<file path="src/rtl/pulse_receiver_pkg.sv">
// Shared definitions for the pulse receiver: register map, CONFIG/TIMING field
// positions, bus write encodings, FSM states and the symbol encoder.
package pulse_receiver_pkg;

    localparam logic [5:0] ADDR_CONFIG    = 6'h00;
    localparam logic [5:0] ADDR_TIMING    = 6'h04;
    localparam logic [5:0] ADDR_STATUS    = 6'h08;
    localparam logic [5:0] ADDR_IRQ_CLR   = 6'h10;
    localparam logic [5:0] ADDR_DATA_BASE = 6'h20;

    localparam int CFG_ENABLE  = 0;
    localparam int CFG_INVERT  = 1;
    localparam int CFG_SEL_LSB = 2;
    localparam int CFG_IRQ_EN  = 5;
    localparam int CFG_IDLE    = 6;
    localparam int CFG_WIDTH   = 7;

    localparam int TIM_PRESC_LSB   = 0;
    localparam int TIM_LOW_LSB     = 4;
    localparam int TIM_HIGH_LSB    = 12;
    localparam int TIM_TIMEOUT_LSB = 20;
    localparam int TIM_WIDTH       = 28;

    localparam logic [1:0] WR_8    = 2'b00;
    localparam logic [1:0] WR_32   = 2'b10;

    typedef enum logic [1:0] {
        ST_IDLE    = 2'b00,
        ST_WAIT    = 2'b01,
        ST_MEASURE = 2'b10,
        ST_DONE    = 2'b11
    } state_e;

    // A symbol is the level of the segment that just ended plus a long/short flag.
    function automatic logic [1:0] make_symbol(input logic level,
                                               input logic [7:0] duration,
                                               input logic [7:0] threshold);
        return {level, (duration > threshold)};
    endfunction

endpackage

</file>
<file path="src/rtl/pulse_receiver_duration_counter.sv">
// Prescaled tick generator feeding a saturating 8-bit segment duration counter.
module pulse_receiver_duration_counter (
    input  logic       clk,
    input  logic       rst_n,
    input  logic [3:0] prescaler,
    input  logic       presc_clr,
    input  logic       dur_clr,
    output logic [7:0] duration
);

    logic [15:0] presc_cnt_r;
    logic [15:0] mask_s;
    logic        tick_s;
    logic [7:0]  duration_r;

    assign mask_s   = (16'd1 << prescaler) - 16'd1;
    assign tick_s   = ((presc_cnt_r & mask_s) == mask_s);
    assign duration = duration_r;

    // Free-running prescaler counter, restarted when a measurement begins.
    always_ff @(posedge clk or negedge rst_n) begin
        if (!rst_n) begin
            presc_cnt_r <= 16'd0;
        end else if (presc_clr) begin
            presc_cnt_r <= 16'd0;
        end else begin
            presc_cnt_r <= presc_cnt_r + 16'd1;
        end
    end

    // Duration restarts on every input edge and sticks at 255.
    always_ff @(posedge clk or negedge rst_n) begin
        if (!rst_n) begin
            duration_r <= 8'd0;
        end else if (dur_clr) begin
            duration_r <= 8'd0;
        end else if (tick_s && (duration_r != 8'hFF)) begin
            duration_r <= duration_r + 8'd1;
        end else begin
            duration_r <= duration_r;
        end
    end

endmodule

</file>
<file path="src/rtl/tqvp_hx2003_pulse_receiver.sv">
// TinyQV peripheral that classifies input pulse widths into 2-bit symbols
// and packs them into readable data words.
module tqvp_hx2003_pulse_receiver
    import pulse_receiver_pkg::*;
#(
    parameter int NUM_DATA_REG = 8
) (
    input  logic        clk,
    input  logic        rst_n,
    input  logic [7:0]  ui_in,
    output logic [7:0]  uo_out,
    input  logic [5:0]  address,
    input  logic [31:0] data_in,
    input  logic [1:0]  data_write_n,
    input  logic [1:0]  data_read_n,
    output logic [31:0] data_out,
    output logic        data_ready,
    output logic        user_interrupt
);

    localparam logic [6:0] LAST_INDEX = 7'(16 * NUM_DATA_REG - 1);

    logic [CFG_WIDTH-1:0] config_r;
    logic [TIM_WIDTH-1:0] timing_r;
    state_e               state_r;
    logic                 enable_q_r, rx_q_r, busy_r, done_r, overflow_r, irq_r;
    logic [6:0]           count_r;
    logic [31:0]          data_mem_r [NUM_DATA_REG];

    logic       enable_s, invert_s, irq_en_s, idle_level_s;
    logic [2:0] pin_sel_s;
    logic [3:0] prescaler_s;
    logic [7:0] low_thr_s, high_thr_s, timeout_val_s, duration_s;
    logic       rx_s, edge_s, at_idle_s, start_s, store_s, timeout_s, last_s;
    logic       irq_clr_s;
    logic [1:0] symbol_s;
    logic [31:0] data_word_s, rd_data_s;
    logic       unused_s;

    assign enable_s      = config_r[CFG_ENABLE];
    assign invert_s      = config_r[CFG_INVERT];
    assign pin_sel_s     = config_r[CFG_SEL_LSB +: 3];
    assign irq_en_s      = config_r[CFG_IRQ_EN];
    assign idle_level_s  = config_r[CFG_IDLE];
    assign prescaler_s   = timing_r[TIM_PRESC_LSB +: 4];
    assign low_thr_s     = timing_r[TIM_LOW_LSB +: 8];
    assign high_thr_s    = timing_r[TIM_HIGH_LSB +: 8];
    assign timeout_val_s = timing_r[TIM_TIMEOUT_LSB +: 8];

    assign rx_s      = ui_in[pin_sel_s] ^ invert_s;
    assign edge_s    = rx_s ^ rx_q_r;
    assign at_idle_s = (rx_q_r == idle_level_s);
    assign symbol_s  = make_symbol(rx_q_r, duration_s, rx_q_r ? high_thr_s : low_thr_s);

    assign start_s   = enable_s && (state_r == ST_WAIT) && edge_s && at_idle_s;
    assign store_s   = enable_s && (state_r == ST_MEASURE) && edge_s;
    assign last_s    = store_s && (count_r == LAST_INDEX);
    // An edge always wins over a timeout landing on the same cycle.
    assign timeout_s = enable_s && (state_r == ST_MEASURE) && !edge_s && at_idle_s &&
                       (timeout_val_s != 8'd0) && (duration_s == timeout_val_s);
    assign irq_clr_s = (data_write_n == WR_8) && (address == ADDR_IRQ_CLR) && data_in[0];

    assign unused_s = &{1'b0, data_read_n, data_in[31:28]};

    pulse_receiver_duration_counter u_duration (
        .clk       (clk),
        .rst_n     (rst_n),
        .prescaler (prescaler_s),
        .presc_clr (start_s),
        .dur_clr   (edge_s),
        .duration  (duration_s)
    );

    // CONFIG and TIMING take only full-word writes.
    always_ff @(posedge clk or negedge rst_n) begin
        if (!rst_n) begin
            config_r <= '0;
            timing_r <= '0;
        end else if (data_write_n == WR_32) begin
            if (address == ADDR_CONFIG) config_r <= data_in[CFG_WIDTH-1:0];
            if (address == ADDR_TIMING) timing_r <= data_in[TIM_WIDTH-1:0];
        end
    end

    // Input sampling and enable edge history.
    always_ff @(posedge clk or negedge rst_n) begin
        if (!rst_n) begin
            rx_q_r     <= 1'b0;
            enable_q_r <= 1'b0;
        end else begin
            rx_q_r     <= rx_s;
            enable_q_r <= enable_s;
        end
    end

    // Reception FSM with symbol count and status flags.
    always_ff @(posedge clk or negedge rst_n) begin
        if (!rst_n) begin
            state_r    <= ST_IDLE;
            busy_r     <= 1'b0;
            done_r     <= 1'b0;
            overflow_r <= 1'b0;
            count_r    <= 7'd0;
        end else if (!enable_s) begin
            state_r <= ST_IDLE;
            busy_r  <= 1'b0;
        end else begin
            case (state_r)
                ST_IDLE: begin
                    if (!enable_q_r) begin
                        count_r    <= 7'd0;
                        overflow_r <= 1'b0;
                        done_r     <= 1'b0;
                        state_r    <= ST_WAIT;
                        busy_r     <= 1'b1;
                    end
                end
                ST_WAIT: begin
                    if (start_s) state_r <= ST_MEASURE;
                end
                ST_MEASURE: begin
                    if (store_s) begin
                        count_r <= count_r + 7'd1;
                        if (last_s) begin
                            overflow_r <= 1'b1;
                            done_r     <= 1'b1;
                            state_r    <= ST_DONE;
                            busy_r     <= 1'b0;
                        end
                    end else if (timeout_s) begin
                        done_r  <= 1'b1;
                        state_r <= ST_DONE;
                        busy_r  <= 1'b0;
                    end
                end
                ST_DONE: begin
                    busy_r <= 1'b0;
                end
                default: begin
                    state_r <= ST_IDLE;
                    busy_r  <= 1'b0;
                end
            endcase
        end
    end

    // Symbol memory: symbol k sits in word k/16 at bit 2*(k%16).
    always_ff @(posedge clk) begin
        for (int w = 0; w < NUM_DATA_REG; w++) begin
            if (store_s && (count_r[6:4] == 3'(w))) begin
                data_mem_r[w][{count_r[3:0], 1'b0} +: 2] <= symbol_s;
            end
        end
    end

    // Interrupt latch; a new completion beats a simultaneous clear.
    always_ff @(posedge clk or negedge rst_n) begin
        if (!rst_n) begin
            irq_r <= 1'b0;
        end else if ((timeout_s || last_s) && irq_en_s) begin
            irq_r <= 1'b1;
        end else if (irq_clr_s) begin
            irq_r <= 1'b0;
        end else begin
            irq_r <= irq_r;
        end
    end

    // Data word lookup for the 0x20 window.
    always_comb begin
        data_word_s = 32'd0;
        for (int w = 0; w < NUM_DATA_REG; w++) begin
            data_word_s = data_word_s |
                ((address == (ADDR_DATA_BASE + 6'(4 * w))) ? data_mem_r[w] : 32'd0);
        end
    end

    // Read mux.
    always_comb begin
        rd_data_s = 32'd0;
        case (address)
            ADDR_CONFIG: rd_data_s = {25'd0, config_r};
            ADDR_TIMING: rd_data_s = {4'd0, timing_r};
            ADDR_STATUS: rd_data_s = {22'd0, busy_r, done_r, overflow_r, count_r};
            default:     rd_data_s = data_word_s;
        endcase
    end

    assign data_out       = rd_data_s;
    assign data_ready     = 1'b1;
    assign user_interrupt = irq_r;
    assign uo_out         = {4'd0, done_r, busy_r, rx_q_r, 1'b0};

endmodule

</file>
<file path="config.mk">
export PLATFORM = sky130hd
export DESIGN_NAME = tqvp_hx2003_pulse_receiver
export DESIGN_NICKNAME = d
export VERILOG_FILES = /design/src/rtl/pulse_receiver_pkg.sv /design/src/rtl/pulse_receiver_duration_counter.sv /design/src/rtl/tqvp_hx2003_pulse_receiver.sv
export SDC_FILE = /design/constraint.sdc
export NUM_CORES = 1
export LEC_CHECK = 0
export ABC_AREA = 1
export BUFFER_PORTS_ARGS = -buffer_cell sky130_fd_sc_hd__buf_2
export CORE_MARGIN = 3
export CORE_UTILIZATION = 45
export CTS_CLUSTER_DIAMETER = 30
export CTS_CLUSTER_SIZE = 25
export DETAILED_ROUTE_END_ITERATION = 8
export GPL_ROUTABILITY_DRIVEN = 1
export PLACE_DENSITY_LB_ADDON = 0.25
export SYNTH_ARGS = -nofsm -noshare
export SYNTH_HDL_FRONTEND = slang
export SYNTH_SLANG_ARGS = --single-unit
</file>
<file path="constraint.sdc">
create_clock -name clk -period 3.7 [get_ports clk]
set_clock_uncertainty 0.15 [all_clocks]
set_input_delay 0.37 -clock clk [delete_from_list [all_inputs] [get_ports clk]]
set_output_delay 0.37 -clock clk [all_outputs]
set_load 0.01 [all_outputs]
</file>
==> results of run 1 <==
## stage by stage
stage / std cells / util, % / setup slack [ps] / hold slack [ps]
final: 2040 / 57.4 / 419 / 28.0
after global routing: 2039 / 57.4 / 180 / 24.1
after CTS: 2039 / 57.4 / 512 / 5.25
after detailed placement: 1889 / 49.1 / 522 / 333
after global placement: 1889 / 49.1 / 550 / 329
after floorplan: 1403 / - / 1010 / -75.6
## worst paths after layout
check                                             to
max in group asynchronous     u_duration.duration[2]
min in group asynchronous  u_duration.presc_cnt_r[2]
hold reg to reg                       user_interrupt
setup / recovery                         data_out[7]
setup reg to reg                   data_mem_r[1][16]
hold / removal                           config_r[6]
## state kept, by name, summed over array words and instances (netlist names), 2 cells and up
name and cells:
config_r 7, u_duration.duration 8, timing_r 28, state_r 2
count_r 7, data_mem_r 256, u_duration.presc_cnt_r 15
## where the power goes
| part | internal, µW | leakage [µW] | switching (µW) | total, µW |
|---|---|---|---|---|
| combinational | 215 | 0.00298 | 367 | 582 |
| clock | 4290 | 0.00116 | 2000 | 6290 |
| sequential | 4030 | 0.00328 | 94.1 | 4130 |
## cell families (layout without fill, tap and decap cells)
logic type	count (synthesis)	in the layout	synth area share (%)
adders and majority gates	19	19	1.60
other	2	7	0.0505
xor gates and xnor gates	15	15	0.884
and+or+nand+nor	645	645	18.6
muxes	7	7	0.522
DFF	329	329	64.0
AOI/OAI and AO/OA	185	185	8.65
buffers and inverters	197	398	5.69
## area by class of cell
type	count	area, µm²
Clock buffer	74	1760
Antenna cell	1	2.50
Sequential cell	329	9510
Tap cell	435	544
Inverter	139	522
Timing Repair Buffer	138	908
Clock inverter	47	626
Multi-Input combinational cell	877	4540
Fill cell	2658	13600
## critical path, cell delays in order
cell and delay, ps:
buf_2 100, nor2_1 400, nand3_1 250, nor2_2 660, buf_4 320, nand2_1 70, nand4_1 100, a211oi_1 80
o2111ai_1 200, buf_2 200
## metal layers
layer	vias to the layer above	routed length [µm]	part of all wire, %
met5	-	11	0.027
met4	2	1260	3.1
met3	104	3420	8.3
met2	441	19400	47
met1	5469	16900	41
li1	5192	-	-
## cells in the final DEF (no fill, tap or decap), drive strengths merged
master       netlist  final
inv              138    146
o21ai             51     51
ha                19     19
clkbuf            30     74
dfrtp             73     73
nand3b             4      4
a221oi            39     39
or2                7      7
edfxtp           256    256
a22oi             16     16
o221ai             1      1
nor3              16     16
nand4             29     29
mux2               6      6
buf               28    109
clkinv             1     25
nand2            275    275
nor4b              3      3
a22o              26     26
diode              0      1
o2111ai            9      9
o22ai              2      2
xor2              10     10
a211oi             4      4
bufinv             0     12
nor4               2      2
mux2i              1      1
clkinvlp           0      3
a21oi             27     27
nor2             240    240
o211ai             9      9
nand3             68     68
conb               2      6
nor3b              1      1
xnor2              5      5
o41ai              1      1
dlygate4sd3        0     29
## what timing repair did
item | 4_1_cts | 5_1_grt
setup buffers | 0 | 0
hold buffers | 29 | 0
endpoints found under the hold margin | 104 | 0
==> impl_metrics.csv, run 1 <==
group,metric,value,unit
status,status,"finished, final reports clean",
timing,setup-tns-final,0,ps
clocking,cts_max_level,3,
power_and_ir_drop,p_leak,0.00743,µW
synth,synthTopCellsByCount,"263 x nand2_1, 256 x edfxtp_1, 232 x nor2_1",
timing,tightest_slew,978,ps
synth,yosys.cell_count.top_type,"nand2_1",
route,drc_errors,0,
global_routing,grt_max_degree,74,
timing,max_slew_margin,34.8,%
worst_setup_path,path_max_fanout,12,
clocking,cts.path.max_buffers,3,
global_routing,grt_use_met2,37.7,%
worst_hold_path,min-delay-path-class,"primary input to flip-flop",
synth,synth_top_area_share,51.7,%
route,routed_wl,41000,µm
global_routing,grt_util_all_layers,23.3,%
global_routing,grt_most_used_layer,"met2",
worst_setup_path,timing.rr.start,"count_r[0]",
clocking,cts_tree,"done",
flow_run,drv_cap,0,
synth,synth_cell_types,44,
cells_and_area,drive_gt1_share,16.5,%
route,drtAntennaViolNets,0,
die,num_rows,65,
synth,dominantRegCellSynth,"edfxtp_1",
timing,period_needed,3280,ps
power_and_ir_drop,peakVddDrop,0.000386,V
global_routing,grt_pass1_wl,63400,µm
synth,synthArstFlopShare,22.2,%
die,core-area,32000,µm²
place,gp_congestion,0.864,
synth,synth-edff-count,256,
global_routing,use_met1,30.8,%
route,drtIter0Drc,1001,
worst_setup_path,crit_type,"primary input to output port",
worst_setup_path,cp.arrival,2760,ps
global_routing,antenna_found_initial,2,
cells_and_area,fin_nets,1623,
worst_setup_path,crit_start,"address[1]",
synth,seq_area_frac_synth,64.0,%
place,io_buffers,81,
clocking,clk_latency,560,ps
clocking,cts_resized,0,
clocking,numCtsBuffers,67,
route,firstDrtPassIters,5,
place,placed_cell_area,15700,µm²
synth,yosys-top-cells-area,"edfxtp_1 52%, dfrtp_1 12%, nand2_1 6.6%",
timing,min_period_over_period,88.7,%
global_routing,grt_pass1_vias,11200,
die,die_w,188,µm
timing,max_freq,305,MHz
worst_setup_path,rr_worst_depth,8,
worst_setup_path,reg2reg_slack,500,ps
global_routing,overflow,0,
worst_hold_path,min_from,"data_in[6]",
timing,drv_slew,0,
worst_setup_path,cp-end-kind,"output port",
synth,netlist_instances,1399,
synth,ys_warn_count,0,
die,fp.dieH,188,µm
worst_setup_path,worstPathRequired,3180,ps
die,start_util,46.4,%
timing,rsz0062_at_grt,"no",
clocking,clk_pin_slew,40,ps
clocking,root_buffer,"clkbuf_16",
route,vias,11200,
die,ioPinCount,94,
power_and_ir_drop,powerDensity,597,nW/µm²
worst_setup_path,cp-start-kind,"primary input",
cells_and_area,design_area,18400,µm²
power_and_ir_drop,power.total,11000,µW
synth,syn_area,14900,µm²
clocking,cts.sinks,329,
worst_hold_path,holdPathStages,3,
cells_and_area,area_growth,23.8,%
place,place_hpwl,26900,µm
timing,setup_violations,0,
synth,syn_area_per_cell,10.6,µm²
synth,yosysTopAreaCell,"edfxtp_1",
synth,synth-seq-cells,329,
route,wl_per_cell,20.1,µm
die,die_area,35300,µm²
timing,hold_viol,0,
global_routing,use_met3,5.85,%
route,viasPerCell,5.49,
(Power assumes the default switching activity.)
==> inputs of run 2 (changes only) <==
--- a/config.mk
+++ b/config.mk
@@ -7,8 +7,10 @@
 export LEC_CHECK = 0
 export ABC_AREA = 1
 export BUFFER_PORTS_ARGS = -buffer_cell sky130_fd_sc_hd__buf_2
+export CAP_MARGIN = 20
 export CORE_MARGIN = 3
 export CORE_UTILIZATION = 45
+export CTS_BUF_LIST = sky130_fd_sc_hd__clkbuf_4 sky130_fd_sc_hd__clkbuf_8 sky130_fd_sc_hd__clkbuf_16
 export CTS_CLUSTER_DIAMETER = 30
 export CTS_CLUSTER_SIZE = 25
 export DETAILED_ROUTE_END_ITERATION = 8
@@ -16,4 +18,5 @@
 export PLACE_DENSITY_LB_ADDON = 0.25
 export SYNTH_ARGS = -nofsm -noshare
 export SYNTH_HDL_FRONTEND = slang
+export SYNTH_HIERARCHICAL = 1
 export SYNTH_SLANG_ARGS = --single-unit
==> run 2 against run 1 <==
Against the previous run:
- clock power up 6.7%
- register-to-register slack lost 170 ps
- largest power group unchanged
- synthesized cell count grew 6.6%
- global-route usage grew 0.83 points
- clock-buffer cell count grew 14
- maximum frequency shrank 2.5%
- flip-flop and latch count did not move
- via count rose by 5.5%
- utilization decreased by 0.20 points
- hold slack better by 130 ps
- combinational power rose by 54%
==> impl_metrics.csv, run 2 <==
group,metric,value,unit
status,status,"finished, final reports clean",
synth,syn_area,15400,µm²
synth,synth_top_area_share,49.9,%
cells_and_area,multi_input_area,4990,µm²
route,drc_errors,0,
die,start_util,45.9,%
cells_and_area,fin_nets,1722,
global_routing,overflow,0,
clocking,cts.path.max_buffers,3,
synth,synth-seq-cells,329,
timing,rsz0062_at_grt,"no",
die,die_w,191,µm
global_routing,grt_util_all_layers,24.2,%
worst_setup_path,cp-start-kind,"flip-flop",
worst_setup_path,crit_slowest_cell,"dfrtp_1",
global_routing,grt_pass1_vias,11900,
clocking,clk_latency,570,ps
cells_and_area,drive_gt1_share,19.1,%
synth,synth_cell_types,45,
clocking,cts.sinks,329,
cells_and_area,antennaDiodeCount,0,
cells_and_area,final_cell_mix,"256 x edfxtp_1, 253 x nand2_1, 218 x nor2_1",
power_and_ir_drop,powerDensity,614,nW/µm²
timing,setup_violations,0,
worst_setup_path,path_max_fanout,11,
global_routing,grt_pass1_wl,67200,µm
synth,netlist_instances,1492,
cells_and_area,layout_commonest_cell,"edfxtp_1",
route,wl_per_cell,20.2,µm
place,io_buffers,81,
synth,yosysTopAreaCell,"edfxtp_1",
worst_setup_path,cp.arrival,3510,ps
worst_hold_path,min-delay-path-class,"primary input to flip-flop",
global_routing,antenna_found_initial,0,
worst_setup_path,worstPathRequired,3840,ps
clocking,root_buffer,"clkbuf_16",
synth,synthTopCellsByCount,"256 x edfxtp_1, 254 x nand2_1, 222 x nor2_1",
clocking,numCtsBuffers,77,
clocking,cts_resized,0,
synth,synth-edff-count,256,
place,place_hpwl,28300,µm
synth,seq_area_frac_synth,61.7,%
synth,yosys.cell_count.top_type,"edfxtp_1",
power_and_ir_drop,peakVddDrop,0.000354,V
clocking,cts_max_level,3,
clocking,clk_pin_slew,40,ps
timing,period_needed,3370,ps
route,drtAntennaViolNets,0,
power_and_ir_drop,p_leak,0.00801,µW
clocking,cts_tree,"done",
timing,drv_slew,0,
cells_and_area,fill_cells,2855,
flow_run,drv_cap,0,
place,placed_cell_area,16300,µm²
synth,dominantRegCellSynth,"edfxtp_1",
timing,tightest_slew,980,ps
die,die_area,36500,µm²
timing,setup-tns-final,0,ps
place,gp_congestion,0.896,
timing,max_slew_margin,34.7,%
route,routed_wl,43700,µm
worst_setup_path,crit_type,"flip-flop to flip-flop",
die,ioPinCount,94,
die,fp.dieH,191,µm
synth,syn_area_per_cell,10.3,µm²
worst_setup_path,path_buf_inv,1,
cells_and_area,seq_area,9510,µm²
timing,min_period_over_period,91.0,%
route,firstDrtPassIters,5,
route,viasPerCell,5.47,
die,num_rows,67,
worst_setup_path,cpMostUsedCell,"nand2_1",
timing,max_freq,297,MHz
route,vias,11800,
route,drtIter0Drc,907,
cells_and_area,design_area,19200,µm²
worst_setup_path,critPathTopFamily,"simple AND/OR/NAND/NOR gates",
timing,hold_viol,0,
power_and_ir_drop,power.total,11800,µW
worst_setup_path,cp-end-kind,"flip-flop",
synth,synthArstFlopShare,22.2,%
global_routing,grt_max_degree,74,
synth,ys_warn_count,6,
cells_and_area,largest_reg_flops,256,
worst_setup_path,crit_chain,"buf_4 > o21ai_0 > ha_1 > nand2_1 > o21ai_0 > nand2_1 > o211ai_1 > o21ai_1 > nor3_1 > nand2_1 > nor2_1",
die,core-area,33600,µm²
cells_and_area,area_growth,24.8,%
worst_setup_path,slowest_delay,570,ps
synth,yosys-top-cells-area,"edfxtp_1 50%, dfrtp_1 12%, nand2_1 6.2%",
run 2: cell types whose count changed after synthesis, sizes merged, moves of 6 or more:
| cell | previous run | this run |
|---|---|---|
| a21oi | 27 | 51 |
| nand3 | 68 | 84 |
| nor2 | 240 | 269 |
| nor3 | 16 | 22 |
| a22oi | 16 | 7 |
| o21ai | 51 | 62 |
| or2 | 7 | 0 |
| a32oi | 0 | 6 |
| inv | 138 | 160 |
| a221oi | 39 | 30 |
| a32o | 0 | 7 |
run 2: path summary, 6_finish.rpt:
path	end	depth (start not counted)	startpoint	slack [ps]
max in group asynchronous	timing_r[23]	2	rst_n	2380
max	data_mem_r[1][2]	11	rx_q_r	330
min	user_interrupt	4	address[4]	160
max reg2reg	data_mem_r[1][2]	11	rx_q_r	330
min reg2reg	overflow_r	1	overflow_r	340
min in group asynchronous	u_duration/presc_cnt_r[3]	2	rst_n	350
run 2: stage by stage:
step | utilization, % | setup slack [ps] | instances | hold slack, ps
finish | 57.2 | 334 | 2164 | 156
global route | 57.2 | 96.4 | 2164 | 163
CTS | 57.2 | 397 | 2164 | 131
detailed placement | 48.4 | 442 | 1990 | 330
global placement | 48.4 | 497 | 1990 | 321
floorplan | - | 985 | 1496 | -75.6
run 2: logic make-up (layout without fill, tap and decap cells):
| logic type | after synthesis | after routing | share of synthesized area [%] |
|---|---|---|---|
| compound gates | 203 | 203 | 8.73 |
| xor+xnor | 19 | 19 | 1.08 |
| fa+ha+maj | 18 | 18 | 1.46 |
| buf+inv | 221 | 441 | 6.10 |
| flops | 329 | 329 | 61.7 |
| mux | 6 | 6 | 0.438 |
| other cells | 2 | 6 | 0.0487 |
| simple gates | 694 | 694 | 20.4 |
run 2: where the power goes:
part	switching [µW]	internal [µW]	leakage (µW)	total [µW]
combinational	621	275	0.00330	896
sequential	134	4060	0.00342	4200
clock	2190	4520	0.00129	6710
total	2940	8860	0.00801	11800
run 2: layer usage:
metal / wire, µm / up-vias / global-route usage, %
met3: 2950 / 90 / 4.14
li1: - / 5510 / -
met4: 1190 / 0 / 8.04
met1: 18500 / 5759 / 32.5
met5: 0 / - / 0
met2: 21000 / 470 / 39.9
run 2: what timing repair did:
| action | 4_1_cts | 5_1_grt |
|---|---|---|
| buffers inserted | 0 | 0 |
| hold endpoints to repair | 108 | 0 |
| hold buffers | 31 | 0 |
| setup endpoints to repair | 0 | 0 |
run 2: area by class of cell:
class | count | area share (%)
flip-flops and latches | 329 | 49.4
multi-input cells | 946 | 25.9
clock buffers | 88 | 10.5
repair buffers | 135 | 4.76
clock inverters | 55 | 3.24
inverters | 163 | 3.19
well taps | 448 | 2.91
run 2: worst min-delay path, delay by kind of cell:
| kind | cells | cell delay (ps) |
|---|---|---|
| simple gates | 2 | 180 |
| buf+inv | 1 | 120 |
| compound gates | 1 | 170 |
